$ cat src/rtl/ex_mem_pkg.sv
// Shared widths, payload layout and skid-buffer state names for the EX/MEM pipeline stage.
package ex_mem_pkg;

    localparam int N  = 64;
    localparam int RW = 5;

    localparam logic [RW-1:0] XZR = 5'd31;

    typedef struct packed {
        logic [N-1:0]  result;
        logic [N-1:0]  store_data;
        logic [RW-1:0] rd;
        logic          mem_read;
        logic          mem_write;
        logic          reg_write;
        logic          mem_to_reg;
        logic          pc_src;
        logic [N-1:0]  pc_target;
    } ex_mem_payload_t;

    typedef enum logic [1:0] {
        ST_EMPTY = 2'd0,
        ST_ONE   = 2'd1,
        ST_TWO   = 2'd2
    } skid_state_t;

    // LEGv8 redirect: B always redirects, CBZ-style branches redirect on a zero result.
    function automatic logic resolve_pc_src(input logic branch, input logic uncond, input logic zero);
        return uncond | (branch & zero);
    endfunction

endpackage

$ cat src/rtl/ex_mem_stage_skid.sv
// Generic 2-entry skid buffer: head register H drives the outputs, skid register S absorbs
// one cycle of backpressure so in_ready depends only on registered state.
//
//   state    | meaning
//   ST_EMPTY | H and S empty
//   ST_ONE   | H holds the head entry, S empty
//   ST_TWO   | H and S both hold entries, in_ready low
module pipe_skid_buf
    import ex_mem_pkg::*;
#(
    parameter int W = 8
) (
    input  logic         clk,
    input  logic         rst,
    input  logic         flush,
    input  logic         in_valid,
    output logic         in_ready,
    input  logic [W-1:0] in_data,
    output logic         out_valid,
    input  logic         out_ready,
    output logic [W-1:0] out_data
);

    skid_state_t  state_q, state_d;
    logic [W-1:0] h_q, h_d;
    logic [W-1:0] s_q, s_d;
    logic         accept;
    logic         pop;

    always_comb begin
        accept  = in_valid && (state_q != ST_TWO);
        pop     = (state_q != ST_EMPTY) && out_ready;
        state_d = state_q;
        h_d     = h_q;
        s_d     = s_q;
        case (state_q)
            ST_EMPTY: begin
                if (accept) begin
                    state_d = ST_ONE;
                    h_d     = in_data;
                end
            end
            ST_ONE: begin
                if (pop && accept) begin
                    h_d = in_data;
                end else if (pop) begin
                    state_d = ST_EMPTY;
                end else if (accept) begin
                    state_d = ST_TWO;
                    s_d     = in_data;
                end
            end
            ST_TWO: begin
                if (pop) begin
                    state_d = ST_ONE;
                    h_d     = s_q;
                end
            end
            default: state_d = ST_EMPTY;
        endcase
        // Flush wins over a same-cycle accept; stale payload is harmless once invalid.
        if (flush) begin
            state_d = ST_EMPTY;
        end
    end

    always_ff @(posedge clk) begin
        if (rst) begin
            state_q <= ST_EMPTY;
            h_q     <= '0;
            s_q     <= '0;
        end else begin
            state_q <= state_d;
            h_q     <= h_d;
            s_q     <= s_d;
        end
    end

    assign in_ready  = (state_q != ST_TWO);
    assign out_valid = (state_q != ST_EMPTY);
    assign out_data  = h_q;

endmodule

$ cat src/rtl/ex_mem_stage.sv
// EX/MEM pipeline stage: resolves the branch decision at capture and buffers entries for MEM.
// Build with EX_MEM_FWD_EN defined to add the fwd_* ports feeding the EX forwarding mux.
module ex_mem_stage
    import ex_mem_pkg::*;
(
    input  logic          clk,
    input  logic          rst,
    input  logic          in_valid,
    output logic          in_ready,
    input  logic [N-1:0]  alu_result,
    input  logic          alu_zero,
    input  logic [N-1:0]  store_data,
    input  logic [RW-1:0] rd,
    input  logic [N-1:0]  branch_target,
    input  logic          ctl_mem_read,
    input  logic          ctl_mem_write,
    input  logic          ctl_reg_write,
    input  logic          ctl_mem_to_reg,
    input  logic          ctl_branch,
    input  logic          ctl_uncond,
    input  logic          flush,
    output logic          out_valid,
    input  logic          out_ready,
    output logic [N-1:0]  out_result,
    output logic [N-1:0]  out_store_data,
    output logic [RW-1:0] out_rd,
    output logic          out_mem_read,
    output logic          out_mem_write,
    output logic          out_reg_write,
    output logic          out_mem_to_reg,
    output logic          out_pc_src,
    output logic [N-1:0]  out_pc_target
`ifdef EX_MEM_FWD_EN
    ,
    output logic          fwd_valid,
    output logic [RW-1:0] fwd_rd,
    output logic [N-1:0]  fwd_data
`endif
);

    ex_mem_payload_t in_pl;
    ex_mem_payload_t out_pl;

    always_comb begin
        in_pl            = '0;
        in_pl.result     = alu_result;
        in_pl.store_data = store_data;
        in_pl.rd         = rd;
        in_pl.mem_read   = ctl_mem_read;
        in_pl.mem_write  = ctl_mem_write;
        in_pl.reg_write  = ctl_reg_write;
        in_pl.mem_to_reg = ctl_mem_to_reg;
        in_pl.pc_src     = resolve_pc_src(ctl_branch, ctl_uncond, alu_zero);
        in_pl.pc_target  = branch_target;
    end

    pipe_skid_buf #(
        .W($bits(ex_mem_payload_t))
    ) u_skid (
        .clk      (clk),
        .rst      (rst),
        .flush    (flush),
        .in_valid (in_valid),
        .in_ready (in_ready),
        .in_data  (in_pl),
        .out_valid(out_valid),
        .out_ready(out_ready),
        .out_data (out_pl)
    );

    assign out_result     = out_pl.result;
    assign out_store_data = out_pl.store_data;
    assign out_rd         = out_pl.rd;
    assign out_mem_read   = out_pl.mem_read;
    assign out_mem_write  = out_pl.mem_write;
    assign out_reg_write  = out_pl.reg_write;
    assign out_mem_to_reg = out_pl.mem_to_reg;
    assign out_pc_src     = out_pl.pc_src;
    assign out_pc_target  = out_pl.pc_target;

`ifdef EX_MEM_FWD_EN
    // Loads are excluded: their value only exists after the memory access.
    assign fwd_valid = out_valid & out_pl.reg_write & ~out_pl.mem_to_reg & (out_pl.rd != XZR);
    assign fwd_rd    = out_pl.rd;
    assign fwd_data  = out_pl.result;
`endif

endmodule
$ cat config.mk
export PLATFORM = sky130hd
export DESIGN_NAME = ex_mem_stage
export DESIGN_NICKNAME = d
export VERILOG_FILES = /design/src/rtl/ex_mem_pkg.sv /design/src/rtl/ex_mem_stage_skid.sv /design/src/rtl/ex_mem_stage.sv
export SDC_FILE = /design/constraint.sdc
export NUM_CORES = 1
export LEC_CHECK = 0
export CAP_MARGIN = 0
export CELL_PAD_IN_SITES_DETAIL_PLACEMENT = 0
export CELL_PAD_IN_SITES_GLOBAL_PLACEMENT = 2
export CORE_ASPECT_RATIO = 0.75
export CORE_MARGIN = 4
export CORE_UTILIZATION = 32
export CTS_BUF_LIST = sky130_fd_sc_hd__clkbuf_8
export DETAILED_ROUTE_END_ITERATION = 8
export GPL_ROUTABILITY_DRIVEN = 0
export PLACE_DENSITY_LB_ADDON = 0.2
export SYNTH_ARGS = -nofsm -noshare
export SYNTH_HDL_FRONTEND = slang
export SYNTH_SLANG_ARGS = --single-unit
$ cat constraint.sdc
create_clock -name clk -period 2.2 [get_ports clk]
set_clock_uncertainty 0.15 [all_clocks]
set_input_delay 0.22 -clock clk [delete_from_list [all_inputs] [get_ports clk]]
set_output_delay 0.22 -clock clk [all_outputs]
set_load 0.005 [all_outputs]
==> flow_metrics.tcl <==
set metrics [dict create \
    outcome "completed" \
    critPathLaunchType "flop" \
    maxCapViolCount 0 \
    crit_arrival_ns 2.53 \
    clk_latency_ns 0.63 \
    core-area_mm2 0.05481 \
    report.final.setup_viol 0 \
    avgSynthCellArea_um2 9.694 \
    grt_pass1_vias 15934 \
    ys_warn_count 0 \
    syn_inst 1843 \
    busiest_layer "met2" \
    grt_overflow 0 \
    seq_power_share_pct 46.0 \
    critical-path-slowest-cell "dlygate4sd3_1" \
    rows 74 \
    synth-seq-cells 406 \
    viasPerCell 5.034 \
    tns_ns 0 \
    synth_area_leaders "dfxtp_1 45%, a211oi_2 13%, mux2i_1 11%" \
    whs_ns 0.06356 \
    ys_seq_area_share_pct 45.49 \
    cts_max_level 3 \
    fill_cells 5195 \
    synth_area_mm2 0.01787 \
    grt_max_degree 79 \
    grt_pass1_wl_mm 94.73 \
    drc 0 \
    cts-buffers-inserted 70 \
    finalInstanceArea_mm2 0.02574 \
    cts_tree "yes" \
    dp.final_hpwl_mm 39.14 \
    die_h_um 212.6 \
    fin_crit_sh_pct 96.41 \
    cp_max_fo 35 \
    critPathCaptureType "flop" \
    dieArea_mm2 0.05972 \
    placed_cell_area_mm2 0.02303 \
    drive_above_1_share_pct 14.73 \
    max_stage_delay_ns 0.56 \
    power_frac_clock_pct 37.5 \
    synth_top_area_share_pct 45.49 \
    irDropWorstVdd_uv 414.2 \
    cts.sinks 406 \
    path_class "flop to flop" \
    p_sw_share_pct 26.60 \
    synthDistinctLibCells 27 \
    final_cell_mix "410 x clkdlybuf4s50_1, 404 x nand2_1, 404 x dfxtp_1" \
    nNetsFinal 2538 \
    maxSlewViolCount 0 \
    power.total_mw 17.31 \
    drt-initial-drc-count 744 \
    clkSlewWorstSetupHoldPaths_ns 0.06 \
    p_leak_nw 10.14 \
    pwr-share-comb_pct 16.5 \
    io_pins 413 \
    crit_chain "buf_4 -> and4bb_4 -> buf_16 -> nand2_1 -> a21oi_1 -> dlygate4sd3_1" \
    grt_use_met1_pct 26.35 \
    fin_util_pct 46.95 \
    rsz0062_at_grt "false" \
    grt_util_all_layers_pct 20.04 \
    mostFrequentLayoutCell "clkdlybuf4s50_1" \
    clockBufferDepth 3 \
    drt_first_pass_iters 5 \
    hold_path_class "input pin to flop" \
    start_util_pct 32.59 \
    final_antenna_net_count 0 \
    vias 15609 \
    power_density_mw_per_mm2 672.4 \
    use_met2_pct 33.40 \
    fin_crit_ns 2.121 \
    wl_per_cell_um 19.98 \
    timing.fmax_mhz 471.5 \
    cts_root_buf "clkbuf_8" \
    finalHoldViolations 0 \
    antenna_found_initial 3 \
    die_x_um 280.8 \
    slew_headroom_pct 63.52 \
    synth_top_area_cell "dfxtp_1" \
    worst_pin_slew_ns 0.5334 \
    power.switching_mw 4.604 \
    area_delta_synth_final_pct 44.06 \
    wl_mm 61.95 \
    globalRouteMet3Util_pct 4.007 \
    synth_nets 2052 \
    portBuffers 412 \
    intPower_mw 12.70 \
    worstPathRequired_ns 2.61 \
]
==> repair_timing <==
action / 4_1_cts / 5_1_grt
hold buffers: 137 / 0
gates resized for setup: 3 / 1
buffers inserted: 1 / 0
gates cloned: 0 / 1
hold endpoints to repair: 163 / 0
setup endpoints to repair: 2 / 1
==> per-layer routing <==
layer	vias up	wire length [um]
li1	7641	-
met1	7539	27890
met2	336	29810
met3	93	2753
met4	0	1496
met5	-	0
==> registers in the layout, indices dropped and copies added, names as in the netlist <==
signal           flops
u_skid.out_data    202
u_skid.s_q         202
u_skid.state_q       2
==> cell families after synthesis <==
| logic type | Yosys count | share of synthesized area [%] |
|---|---|---|
| flip-flops | 406 | 45.49 |
| multiplexers | 202 | 11.32 |
| buffers and inverters | 207 | 6.317 |
| AO/OA/AOI/OAI | 611 | 27.88 |
| AND/OR/NAND/NOR | 417 | 8.992 |
==> through the flow <==
step / std cells / worst slack (ns)
5_1_grt: 3101 / 0.01163
6_report: 3101 / 0.07908
4_1_cts: 3097 / 0.03899
3_5_place_dp: 2840 / 0.02697
3_3_place_gp: 2840 / 0.09193
2_1_floorplan: 1843 / 0.6033
==> critical path, delay by kind of cell, from the launching register on <==
kind                   cells  cell delay [ns]
AOI/OAI and AO/OA          1             0.11
buffers and inverters      3             0.97
DFF                        1             0.39
and+or+nand+nor            2             0.44
==> layout make-up <==
type                       instances  area (um^2)  area share [%]
multi-input combinational       1230         8663           33.66
sequential                       406         8130           31.59
timing repair buffer             619         6738           26.18
clock buffer                      82         1129           4.385
tap                              722        903.4           3.510
clock inverter                    37        158.9          0.6174
inverter                           2        7.507         0.02917
antenna                            3        7.507         0.02917
==> power by group through the flow <==
stage / Clock (mW) / Combinational [mW] / Sequential, mW
after floorplan: 0 / 1.18 / 8.07
after global placement: 0 / 2.64 / 8.12
after detailed placement: 0 / 2.67 / 8.12
after CTS: 6.76 / 2.89 / 7.97
after global routing: 7.10 / 3.07 / 8.00
final: 6.49 / 2.86 / 7.96
==> worst paths after layout <==
kind	from	endpoint	slack [ns]	cells past startpoint
hold reg to reg	u_skid.s_q[162]	u_skid.s_q[162]	0.30	2
setup reg to reg	u_skid.state_q[0]	u_skid.s_q[27]	0.08	6
hold / removal	branch_target[35]	u_skid.s_q[35]	0.06	3
setup / recovery	u_skid.state_q[0]	u_skid.s_q[27]	0.08	6
==> cell usage after synthesis, drive strengths merged <==
cell type and instances:
a21oi 203, or3b 1, and3b 1, nand2b 2
buf 125, inv 2, a41o 1, nor2 3
o21ai 1, nand2 404, a2111oi 1, mux2i 202
or2 2, a211oi 403, nor2b 1, nand4bb 1
and4bb 1, clkbuf 80, a21o 1, o21a 1
dfxtp 406, and2 1
(Power assumes the default switching activity.)
==> RTL edit, RTL diff (same flow settings) <==
The option `EX_MEM_FWD_EN` is turned on by a define.
--- a/src/rtl/ex_mem_stage.sv
+++ b/src/rtl/ex_mem_stage.sv
@@ -1,5 +1,7 @@
 // EX/MEM pipeline stage: resolves the branch decision at capture and buffers entries for MEM.
 // Build with EX_MEM_FWD_EN defined to add the fwd_* ports feeding the EX forwarding mux.
+`define EX_MEM_FWD_EN
+
 module ex_mem_stage
     import ex_mem_pkg::*;
 (
New outputs: fwd_data, fwd_rd and fwd_valid. Check against the original RTL: not settled (the Yosys comparison gave no result); the edit may change what the design does.
==> RTL edit against the original RTL <==
Sequential share of layout area fell by 1.3 points. Hold slack got worse by 0.0035 ns. Sequential power grew 0.5%. Area after synthesis increased by 3.0%. Design area up 4.2%. Wire length rose by 2.1%. Setup slack gained 0.056 ns. Via count up 2.7%. Sequential cell count unchanged. Total power increased by 4.2%. Global-route usage barely moved. Core utilization is 0.61 points higher. Largest power group unchanged.
==> RTL edit: results (changes against the original RTL) <==
\begin{tabular}{lr}
\hline
Metric & Value \\
\hline
\multicolumn{2}{l}{\textbf{Outcome}} \\
Run status & finished, final reports clean \\
\multicolumn{2}{l}{\textbf{Cells and area}} \\
Number of combinational gates with multiple inputs & 1233 (+0.24\%) \\
Clock buffer count & 94 (+15\%) \\
Non-clock buffer contribution to total cell area & 28.28\% (+2.1 points) \\
Final instance count without filler cells & 3251 (+4.8\%) \\
\# diodes & 4 (+1) \\
Share of layout cells above drive strength 1 & 15.34\% (+0.61 points) \\
Number of buffers outside the clock class in the layout & 711 (+15\%) \\
Fin nets & 2633 (+3.7\%) \\
\multicolumn{2}{l}{\textbf{Global routing}} \\
Maximum number of pins on one net before global-route repair & 71 (-10\%) \\
Fraction of met3 tracks used by global routing & 5.053\% (+1.0 points) \\
Number of global-route vias before repair & 16761 (+5.2\%) \\
Global-route wire length before repair & 99.06 mm (+4.6\%) \\
GRT Total Usage & 20.00\% (-0.037 points) \\
Met2 track utilization from global routing & 32.89\% (-0.52 points) \\
\multicolumn{2}{l}{\textbf{Routing}} \\
First-iteration detailed-routing DRC count & 722 (-3.0\%) \\
Average wire per standard cell & 19.46 um (-2.6\%) \\
\multicolumn{2}{l}{\textbf{Critical path}} \\
Setup slack on the worst flop-to-flop path & 0.23 ns (+0.15 ns) \\
Cell family with the largest share of critical-path delay & simple AND/OR/NAND/NOR gates \\
Largest incremental delay on the critical path & 0.38 ns (-0.18 ns) \\
Path depth of the worst reg2reg path & 5 (-1) \\
Launching element of the worst setup path & u\_skid.state\_q[1]\$\_SDFFE\_PP0P\_ \\
\multicolumn{2}{l}{\textbf{Power}} \\
Leakage & 10.54 nW (+4.0\%) \\
Power per standard cell area & 672.6 nW/um2 (about the same) \\
Peak VDD IR & 0.3661 mV (-12\%) \\
\multicolumn{2}{l}{\textbf{Placed design}} \\
Placed instance count & 2975 (+4.8\%) \\
Setup WS pre-CTS & 0.01382 ns (-0.01315 ns) \\
Detailed-placement wirelength estimate & 41.65 mm (+6.4\%) \\
\multicolumn{2}{l}{\textbf{Worst hold path}} \\
Start point of the worst min-delay path & store\_data[49] \\
Capture endpoint of the worst hold path & u\_skid.s\_q[123]\$\_SDFFE\_PP0P\_ \\
\multicolumn{2}{l}{\textbf{STA}} \\
Tmin final & 2.065 ns (-0.05633 ns) \\
Max-slew headroom & 67.77\% (+4.2 points) \\
\multicolumn{2}{l}{\textbf{Floorplanning}} \\
Width of the die & 284.9 um (+1.4\%) \\
\multicolumn{2}{l}{\textbf{Yosys}} \\
Average cell area after synthesis & 9.608 um2 (-0.88\%) \\
Share of the yosys chip area belonging to registers & 44.17\% (-1.3 points) \\
Post-synthesis net count & 2124 (+3.5\%) \\
Distinct cells, synth & 31 (+15\%) \\
\hline
\end{tabular}
==> RTL edit: logic make-up (layout without fill, tap and decap cells) <==
family                 count (synthesis)  count (layout)  share of synthesized area (%)
buffers and inverters                276             838                          8.881
DFF                                  406             406                          44.17
muxes                                202             202                          10.99
AOI/OAI and AO/OA                    611             611                          27.11
other                                  0               4                              0
and+or+nand+nor                      420             420                          8.847
==> RTL edit: power by group <==
part / switching, W / leakage [nW] / total (W) / internal, W
sequential: 0.000282 / 3.33 / 0.00800 / 0.00772
combinational: 0.00129 / 6.39 / 0.00306 / 0.00178
clock: 0.00316 / 0.826 / 0.00697 / 0.00381
total: 0.00473 / 10.5 / 0.0180 / 0.0133
==> RTL edit: what timing repair did <==
action | in CTS | in global routing
endpoints found under the setup margin | 4 | 0
gates resized for setup | 11 | 0
buffers inserted | 1 | 0
endpoints found under the hold margin | 172 | 0
hold buffers | 146 | 0
